**src/rtl/mem_arbiter_pkg.sv**
```systemverilog
// Shared encodings and default widths for the fetch/data memory arbiter.
package mem_arbiter_pkg;
  localparam int ADDR_W = 32;
  localparam int DATA_W = 32;

  localparam logic [1:0] STATE_IDLE = 2'd0;
  localparam logic [1:0] STATE_BUSY = 2'd1;
  localparam logic [1:0] STATE_RESP = 2'd2;

  // Grant id doubles as the bit index of each port in eligibility/grant vectors.
  localparam logic GRANT_I = 1'b0;
  localparam logic GRANT_D = 1'b1;
endpackage

```
**src/rtl/rr_arbiter2.sv**
```systemverilog
// Two-way round-robin picker: one-hot grant from eligibility, favouring the
// port that did not complete last.
module rr_arbiter2
  import mem_arbiter_pkg::*;
(
  input  logic       clk,
  input  logic       reset,
  input  logic [1:0] elig,
  input  logic       upd,
  input  logic       upd_id,
  output logic [1:0] gnt
);
  logic last_grant;

  always_ff @(posedge clk or negedge reset) begin
    if (!reset)   last_grant <= GRANT_D;
    else if (upd) last_grant <= upd_id;
  end

  always_comb begin
    gnt = '0;
    if (&elig) gnt[~last_grant] = 1'b1;
    else       gnt = elig;
  end
endmodule

```
**src/rtl/mem_arbiter.sv**
```systemverilog
// Arbitrates the IF read port and MEM data port onto one req/ack memory bus,
// returning data with a one-cycle ack to the granted port.
module mem_arbiter
  import mem_arbiter_pkg::*;
#(
  parameter int ADDR_W = mem_arbiter_pkg::ADDR_W,
  parameter int DATA_W = mem_arbiter_pkg::DATA_W,
  parameter int BE_W   = DATA_W / 8
) (
  input  logic              clk,
  input  logic              reset,
  input  logic              i_req,
  input  logic [ADDR_W-1:0] i_addr,
  output logic              i_ack,
  output logic [DATA_W-1:0] i_data,
  input  logic              d_req,
  input  logic              d_we,
  input  logic [ADDR_W-1:0] d_addr,
  input  logic [DATA_W-1:0] d_wdata,
  input  logic [BE_W-1:0]   d_be,
  output logic              d_ack,
  output logic [DATA_W-1:0] d_rdata,
  output logic              mem_req,
  output logic              mem_we,
  output logic [ADDR_W-1:0] mem_addr,
  output logic [DATA_W-1:0] mem_wdata,
  output logic [BE_W-1:0]   mem_be,
  input  logic              mem_ack,
  input  logic [DATA_W-1:0] mem_rdata
);
  logic [1:0] state;
  logic       gnt_q;
  logic       just_acked;
  logic [1:0] elig;
  logic [1:0] gnt;

  // A port that was acked last cycle may still show req if it registers the drop.
  always_comb begin
    elig = '0;
    if (state == STATE_IDLE) begin
      elig[GRANT_I] = i_req && !(just_acked && gnt_q == GRANT_I);
      elig[GRANT_D] = d_req && !(just_acked && gnt_q == GRANT_D);
    end
  end

  rr_arbiter2 u_rr (
    .clk    (clk),
    .reset  (reset),
    .elig   (elig),
    .upd    (state == STATE_BUSY && mem_ack),
    .upd_id (gnt_q),
    .gnt    (gnt)
  );

  always_ff @(posedge clk or negedge reset) begin
    if (!reset) begin
      state      <= STATE_IDLE;
      gnt_q      <= GRANT_D;
      just_acked <= 1'b0;
      i_ack      <= 1'b0;
      i_data     <= '0;
      d_ack      <= 1'b0;
      d_rdata    <= '0;
      mem_req    <= 1'b0;
      mem_we     <= 1'b0;
      mem_addr   <= '0;
      mem_wdata  <= '0;
      mem_be     <= '0;
    end else begin
      i_ack      <= 1'b0;
      d_ack      <= 1'b0;
      just_acked <= 1'b0;
      case (state)
        STATE_IDLE: begin
          if (gnt[GRANT_I]) begin
            gnt_q     <= GRANT_I;
            mem_req   <= 1'b1;
            mem_we    <= 1'b0;
            mem_addr  <= i_addr;
            mem_wdata <= '0;
            mem_be    <= '1;
            state     <= STATE_BUSY;
          end else if (gnt[GRANT_D]) begin
            gnt_q     <= GRANT_D;
            mem_req   <= 1'b1;
            mem_we    <= d_we;
            mem_addr  <= d_addr;
            mem_wdata <= d_wdata;
            mem_be    <= d_be;
            state     <= STATE_BUSY;
          end
        end
        STATE_BUSY: begin
          if (mem_ack) begin
            mem_req <= 1'b0;
            if (gnt_q == GRANT_I) begin
              i_data <= mem_rdata;
              i_ack  <= 1'b1;
            end else begin
              d_rdata <= mem_we ? '0 : mem_rdata;
              d_ack   <= 1'b1;
            end
            state <= STATE_RESP;
          end
        end
        STATE_RESP: begin
          just_acked <= 1'b1;
          state      <= STATE_IDLE;
        end
        default: state <= STATE_IDLE;
      endcase
    end
  end
endmodule

```
**config.mk**
```make
export PLATFORM = sky130hd
export DESIGN_NAME = mem_arbiter
export DESIGN_NICKNAME = d
export VERILOG_FILES = /design/src/rtl/mem_arbiter_pkg.sv /design/src/rtl/rr_arbiter2.sv /design/src/rtl/mem_arbiter.sv
export SDC_FILE = /design/constraint.sdc
export NUM_CORES = 1
export LEC_CHECK = 0
export ABC_CLOCK_PERIOD_IN_PS = 2000
export CORE_ASPECT_RATIO = 1.5
export CORE_MARGIN = 3
export CORE_UTILIZATION = 41
export CTS_CLUSTER_SIZE = 28
export DETAILED_ROUTE_END_ITERATION = 10
export GPL_TIMING_DRIVEN = 0
export HOLD_SLACK_MARGIN = 0.02
export PLACE_DENSITY_LB_ADDON = 0.15
export SLEW_MARGIN = 15
export SYNTH_ARGS = -nofsm -noshare
export SYNTH_HDL_FRONTEND = slang
export SYNTH_SLANG_ARGS = --single-unit
```
**constraint.sdc**
```tcl
create_clock -name clk -period 2 [get_ports clk]
set_input_delay 0.4 -clock clk [delete_from_list [all_inputs] [get_ports clk]]
set_output_delay 0.4 -clock clk [all_outputs]
set_load 0.02 [all_outputs]
```
==> impl_results.md, run 1 <==
- Largest cells by area after synthesis: dfrtp_1 (61%), inv_1 (6.5%), mux2_2 (6.3%)
- Relative slew slack: 0.625
- Count leader, synth: dfrtp_1
- Die ar.: 0.0155 mm2
- Number of max-cap violations: 0
- Synth Warn #: 0
- CP arrival: 1.46 ns
- CTS tree: done
- Flop pwr share: 0.319
- Synth Register Bits: 141
- Vias/cell: 5.06
- First-pass GRT wire length: 27.2 mm
- Crit path to: mem_wdata[2]
- Fin crit period: 1.86 ns
- Worst path slowest cell: clkdlybuf4s50_1
- R2r worst-path depth: 4
- Antenna violations before repair: 0
- Compound-Gate Fraction of Synth Area: 0.151
- Critical Path End Type: output pin
- Reg2reg start: gnt_q$_DFFE_PN1P_
- Root buffer cell: clkbuf_16
- Post-synthesis adder-cell area fraction: 0
- Total power: 15.3 mW
- Capturing point of the worst reg2reg path: mem_wdata[6]$_DFFE_PN0P_
- Synth Cell Area: 0.00573 mm2
- Slew Viols, Final: 0
- Tightest Pin Transition: 0.563 ns
- GRT Overall Usage: 0.229
- Yosys top cell area share: 0.607
- TritonCTS Buffers: 17
- Dpl ws: -0.380 ns
- Count of cell types in the netlist: 28
- Post-CTS Setup Bufs: 0
- Largest net degree at the start of global routing: 74
- Final TNS setup: 0 ns
- Syn nets: 629
- Total grt overflow: 0
- Buf/Inv on CP: 1
- Endpoints failing setup: 0
- Clock-pin slew on the worst setup and hold paths: 0.06 ns
- Initial Util: 0.422
- Mux cell area share after synthesis: 0.0646
- Syn_area_per_cell: 11.7 um2
- Critical Path RT: 1.60 ns
- Max VDD drop: 693 uV
- Fillcell total: 1,065
- Area share of xor/xnor cells in the synthesized design: 0
- Largest stage delay, worst path: 0.69 ns
- Crit Path Max Fanout: 2
- # DRC: 0
- Vias in the first global route: 5,347
- Clock sinks: 141
- Area growth, synth to finish: 63.0%
- Count of final hold-check violations: 0
- Clock network fraction of design power: 0.219
- Input/output buffers: 273
- Drt first-iter violations: 261
- Synth Instances: 491
- Drt first pass iters: 7
- Area occupied by multi-input gates: 0.00166 mm2
- Simple-Gate Fraction of Synth Area: 0.0729
- Io pins: 274
- Core area: 0.0136 mm2
- Gp weighted congestion: 0.797
- Asr flop ratio synth: 1.00
- Pleak: 4.38 nW
- Hold wc startpoint: d_rdata[29]$_DFFE_PN0P_
- Crit path setup slack, layout: 0.144 ns
- Post-DR wirelength/cell: 18.0 um
- CP top delay family: buffers and inverters
- Core Rows: 52
- CP Cell Sequence: clkdlybuf4s50_1
- Crit Path Category: reg2out
- Outcome: completed
- CP startpoint: mem_wdata[2]$_DFFE_PN0P_
- Share of cells above drive strength 1: 0.110
- Post-DP HPWL: 13.3 mm
- Net Sw Power: 5.51 mW
- FF/Latch Area: 0.00353 mm2
- DR vias: 4,862
- ANT nets after route: 0
- Switching share of power: 0.360
- Number of flops mapped to enable cells by yosys: 0
- Synth Flop Type: dfrtp_1
- Clock Skew: 0.00821 ns
- Max frequency: 539 MHz
- Register area share after synthesis: 0.616
- Final net count: 923
- Worst hold path class: reg2reg
- Reg2reg setup slack: 0.15 ns
- Worst skew pair latency: 0.41 ns
- Worst path depth: 1
- H-Tree Depth: 4
- RSZ-0062 raised after global routing: no
- Die width: 103 um
- Synth area leader: dfrtp_1
- Power share of the combinational group: 0.461
- Largest family of logic cells by synthesized area: compound AO/OA/AOI/OAI gates
- Top cells by count, synth: dfrtp_1 (139), inv_1 (100), nand2_1 (37)
- Maximum root-to-sink buffer count: 2
- Total Wirelength: 17.3 mm
- Final cycle utilization of the critical path: 0.928
- Die H: 151 um
- Cell Pwr Density: 1640 mW/mm2
- Internal Pwr Total: 9.79 mW
- Startpoint types: flip-flop
- Number of inserted diodes: 0
## timing repair
action                                  in CTS  in global routing
endpoints found under the hold margin       72                  0
endpoints found under the setup margin       0                 21
gates resized for setup                      0                  3
hold buffers                                 1                  0
## per-stage QoR
step / area [um2] / hold slack (ns) / util / std cells
after floorplan: 5730 / 0.104 / - / 491
after global placement: 8670 / 0.465 / 0.637 / 926
after detailed placement: 8700 / 0.410 / 0.640 / 927
after CTS: 9340 / 0.481 / 0.687 / 960
after global routing: 9350 / 0.505 / 0.687 / 960
final: 9350 / 0.476 / 0.687 / 960
## logic make-up (layout without fill, tap and decap cells)
logic type      after synthesis  count (layout)
flops                       141             141
compound gates              106             106
mux                          33              33
simple gates                 81              81
buf+inv                     130             437
## cell type report
type	instances	share of cell area
flip-flops and latches	141	0.378
repair buffers	275	0.297
multi-input cells	220	0.177
clock buffers	19	0.0474
inverters	100	0.0402
well taps	162	0.0217
clock inverters	13	0.0201
plain buffers	30	0.0185
## power by group through the flow
| stage | Clock [mW] | Sequential (mW) | Combinational [mW] |
|---|---|---|---|
| 3_5_place_dp | 0 | 4.91 | 7.13 |
| 6_report | 3.36 | 4.89 | 7.06 |
| 2_1_floorplan | 0 | 6.30 | 2.15 |
| 5_1_grt | 3.54 | 5.04 | 7.58 |
| 3_3_place_gp | 0 | 4.86 | 6.98 |
| 4_1_cts | 3.42 | 4.90 | 7.15 |
## state kept, by name (all words and copies together), names as in the netlist
name             flops
state                2
i_ack                1
mem_we               1
mem_addr            32
u_rr.last_grant      1
mem_wdata           32
just_acked           1
mem_req              1
i_data              32
mem_be               4
d_ack                1
d_rdata             32
gnt_q                1
## cells in the final DEF, fill, tap and decap left out, drive strengths merged
cell type      netlist  layout
dfstp                2       2
o21ai               33      33
nor2b                1       1
inv                100     103
buf                 18      18
nand3                1       1
a211o                1       1
or2                  1       1
nand3b               2       2
and3                 1       1
a222oi              32      32
dlymetal6s2s         0       1
nor3b                2       2
mux2i                1       1
mux2                32      32
dlygate4sd3          0       1
a22o                33      33
a21oi                1       1
dfrtp              139     139
a211oi               1       1
o22a                 4       4
nor2                 2       2
a2111oi              1       1
clkinv               0       3
clkbuf              12      33
nand4b               1       1
nand2b              33      33
clkinvlp             0       3
clkdlybuf4s50        0     271
bufinv               0       4
nand2               37      37
## per-layer routing
| metal | up-vias | part of all wire | global-route usage |
|---|---|---|---|
| li1 | 2246 | - | - |
| met1 | 2384 | 0.35 | 0.243 |
| met2 | 214 | 0.55 | 0.407 |
| met3 | 18 | 0.089 | 0.0862 |
| met4 | 0 | 0.019 | 0.0827 |
| met5 | - | 0 | 0 |
## worst min path at each step
stage	to	slack (ns)	cells past startpoint
after global routing	d_rdata[1]$_DFFE_PN0P_	0.50	2
after CTS	mem_req$_DFFE_PN0P_	0.48	2
after detailed placement	i_data[14]$_DFFE_PN0P_	0.41	1
final	d_rdata[29]$_DFFE_PN0P_	0.48	2
after global placement	d_rdata[2]$_DFFE_PN0P_	0.46	2
after floorplan	d_ack$_DFF_PN0_	0.10	0
## tightest hold or removal path, cell delays in order (launching register included)
cell,delay (ns)
dfrtp_1,0.34
nand2_1,0.04
o21ai_0,0.06
Note: power is estimated with default switching activity, not from simulation.
==> inputs of run 2 (changes only) <==
ABC_CLOCK_PERIOD_IN_PS = 2300   (was 2000)
CORE_MARGIN = 4   (was 3)
CORE_UTILIZATION = 44   (was 41)
clock period = 2.3 ns   (was 2 ns; I/O delays follow)
==> run 2 against run 1 <==
Against the previous run: clock-buffer cell count rose by 1; sequential share of layout area is essentially flat; clock power decreased by 14%; cell count decreased by 0.63%; register-to-register slack gained 0.31 ns; total power is 13% lower; sequential power shrank 13%; setup slack better by 0.17 ns; die area down 3.3%; largest cell class unchanged.
==> impl_results.md, run 2 (synthesis gave the netlist of run 1 again) <==
- Worst hold path class: reg2reg
- Placed Area: 0.00869 mm2 (about the same)
- Core Rows: 50 (-3.8%)
- Maximum root-to-sink buffer count: 2 (unchanged)
- Total Wirelength: 17.7 mm (+2.2%)
- Flop pwr share: 0.318 (about the same)
- Final cycle utilization of the critical path: 0.861
- CP arrival: 1.52 ns (+0.06 ns)
- Crit Path Max Fanout: 7 (+5)
- Die H: 148 um (-2.0%)
- Io pins: 274 (unchanged)
- Core area: 0.0126 mm2 (-7.1%)
- Tightest Pin Transition: 0.588 ns (+0.0246 ns)
- Final TNS setup: 0 ns (unchanged)
- Final net count: 923 (unchanged)
- Die ar.: 0.0150 mm2 (-3.3%)
- CP top delay family: buffers and inverters
- Endpoints failing setup: 0 (unchanged)
- Drt first pass iters: 8 (+1)
- Input/output buffers: 273 (unchanged)
- Net Sw Power: 4.82 mW (-13%)
- CTS tree: done
- Largest net degree at the start of global routing: 107 (+45%)
- Number of max-cap violations: 0 (unchanged)
- RSZ-0062 raised after global routing: no
- TritonCTS Buffers: 17 (unchanged)
- Post-cts sizing count: 0 (unchanged)
- Share of cells above drive strength 1: 0.107 (-0.00376)
- Clock sinks: 141 (unchanged)
- Count of final hold-check violations: 0 (unchanged)
- Design Area, Final: 0.00934 mm2 (-0.11%)
- # DRC: 0 (unchanged)
- Clock Skew: 0.0112 ns (+0.00304 ns)
- Post-DR wirelength/cell: 18.5 um (+2.8%)
- Dpl ws: -0.0728 ns (+0.307 ns)
- Commonest non-fill, non-tap cell in the layout: clkdlybuf4s50_1
- Commonest cells after routing, fill and taps aside: clkdlybuf4s50_1 (272), dfrtp_1 (139), inv_1 (100)
- Number of inserted diodes: 0 (unchanged)
- Relative slew slack: 0.606 (-0.0188)
- Post-DP HPWL: 13.6 mm (+2.8%)
- Worst path slowest cell: clkdlybuf4s50_1
- Outcome: completed
- Area growth, synth to finish: 62.9%
- Vias/cell: 5.16 (+1.8%)
- Power share of the combinational group: 0.464 (+0.003)
- Total grt overflow: 0 (unchanged)
- Crit Path Category: reg2out
- Vias in the first global route: 5,387 (+0.75%)
- Cell Pwr Density: 1430 mW/mm2 (-13%)
- Worst skew pair latency: 0.42 ns (about the same)
- Critical Path End Type: output pin
- Clock network fraction of design power: 0.218 (about the same)
- Internal Pwr Total: 8.52 mW (-13%)
- Die width: 101 um (-1.3%)
- Crit path setup slack, layout: 0.319 ns (+0.174 ns)
- GRT Overall Usage: 0.240 (+0.0114)
- ANT nets after route: 0 (unchanged)
- Initial Util: 0.454 (+0.0321)
- DR vias: 4,920 (+1.2%)
- Startpoint types: flip-flop
- Switching share of power: 0.361 (+0.00106)
- Max frequency: 505 MHz
- Fin crit period: 1.98 ns
- Buf/Inv on CP: 1 (unchanged)
- Gp weighted congestion: 0.821 (+3.0%)
- Drt first-iter violations: 299 (+15%)
- Antenna violations before repair: 0 (unchanged)
- Critical Path RT: 1.84 ns (+0.24 ns)
- CP Cell Sequence: clkdlybuf4s50_1
- Clock-pin slew on the worst setup and hold paths: 0.06 ns (about the same)
- Largest stage delay, worst path: 0.65 ns (-0.04 ns)
- Root buffer cell: clkbuf_16
- Slew Viols, Final: 0 (unchanged)
- H-Tree Depth: 4 (unchanged)
- Max VDD drop: 725 uV (+4.6%)
- Pleak: 4.36 nW (-0.55%)
- Final core area utilization: 0.739 (+0.0515)
- First-pass GRT wire length: 27.6 mm (+1.7%)
-- run 2: changes by cell type in the layout (fill, tap and decap cells not counted) --
| cell | change |
|---|---|
| buf_1 | +2 |
| clkbuf_2 | -2 |
| clkbuf_1 | +1 |
| inv_6 | -1 |
| clkinv_2 | -2 |
| clkdlybuf4s50_1 | +1 |
| clkinv_4 | +2 |
| dlymetal6s2s_1 | -1 |
-- run 2: stage by stage --
stage               hold slack [ns]  power [mW]  cells
finish                        0.471        13.3    954
CTS                           0.477        13.5    954
global route                  0.502        14.1    954
floorplan                     0.164        7.35    491
global placement              0.461        10.3    920
detailed placement            0.352        10.5    921
-- run 2: repair_timing --
action | in CTS | in global routing
buffers inserted | 0 | 0
endpoints found under the hold margin | 35 | 0
hold buffers | 1 | 0
-- run 2: power groups by stage --
| stage | logic [mW] | clock network [mW] | registers (mW) |
|---|---|---|---|
| floorplan | 1.87 | 0 | 5.48 |
| global placement | 6.09 | 0 | 4.21 |
| detailed placement | 6.23 | 0 | 4.26 |
| CTS | 6.26 | 2.97 | 4.24 |
| global route | 6.60 | 3.07 | 4.38 |
| finish | 6.18 | 2.90 | 4.24 |
-- run 2: final timing paths --
check | startpoint | end | slack [ns] | cells after the start
min in group asynchronous | reset | mem_addr[17]$_DFFE_PN0P_ | 0.51 | 2
hold reg to reg | mem_req$_DFFE_PN0P_ | mem_req$_DFFE_PN0P_ | 0.47 | 2
setup / recovery | mem_we$_DFFE_PN0P_ | mem_we | 0.32 | 1
setup reg to reg | gnt_q$_DFFE_PN1P_ | mem_addr[22]$_DFFE_PN0P_ | 0.46 | 4
max in group asynchronous | reset | mem_wdata[14]$_DFFE_PN0P_ | 0.99 | 3
hold / removal | mem_req$_DFFE_PN0P_ | mem_req$_DFFE_PN0P_ | 0.47 | 2
-- run 2: area by class of cell --
class | instances | area, um2
multi-input cells | 220 | 1660
well taps | 156 | 195
repair buffers | 275 | 2780
clock inverters | 12 | 186
clock buffers | 20 | 447
fillers | 868 | 3300
flip-flops and latches | 141 | 3530
inverters | 100 | 375
plain buffers | 30 | 170
-- run 2: per-layer routing --
| metal | vias up | GRT usage | wire, um |
|---|---|---|---|
| met5 | - | 0 | 0 |
| met4 | 0 | 0.106 | 651 |
| met3 | 46 | 0.0840 | 1590 |
| met2 | 236 | 0.431 | 9520 |
| met1 | 2392 | 0.247 | 5930 |
| li1 | 2246 | - | - |
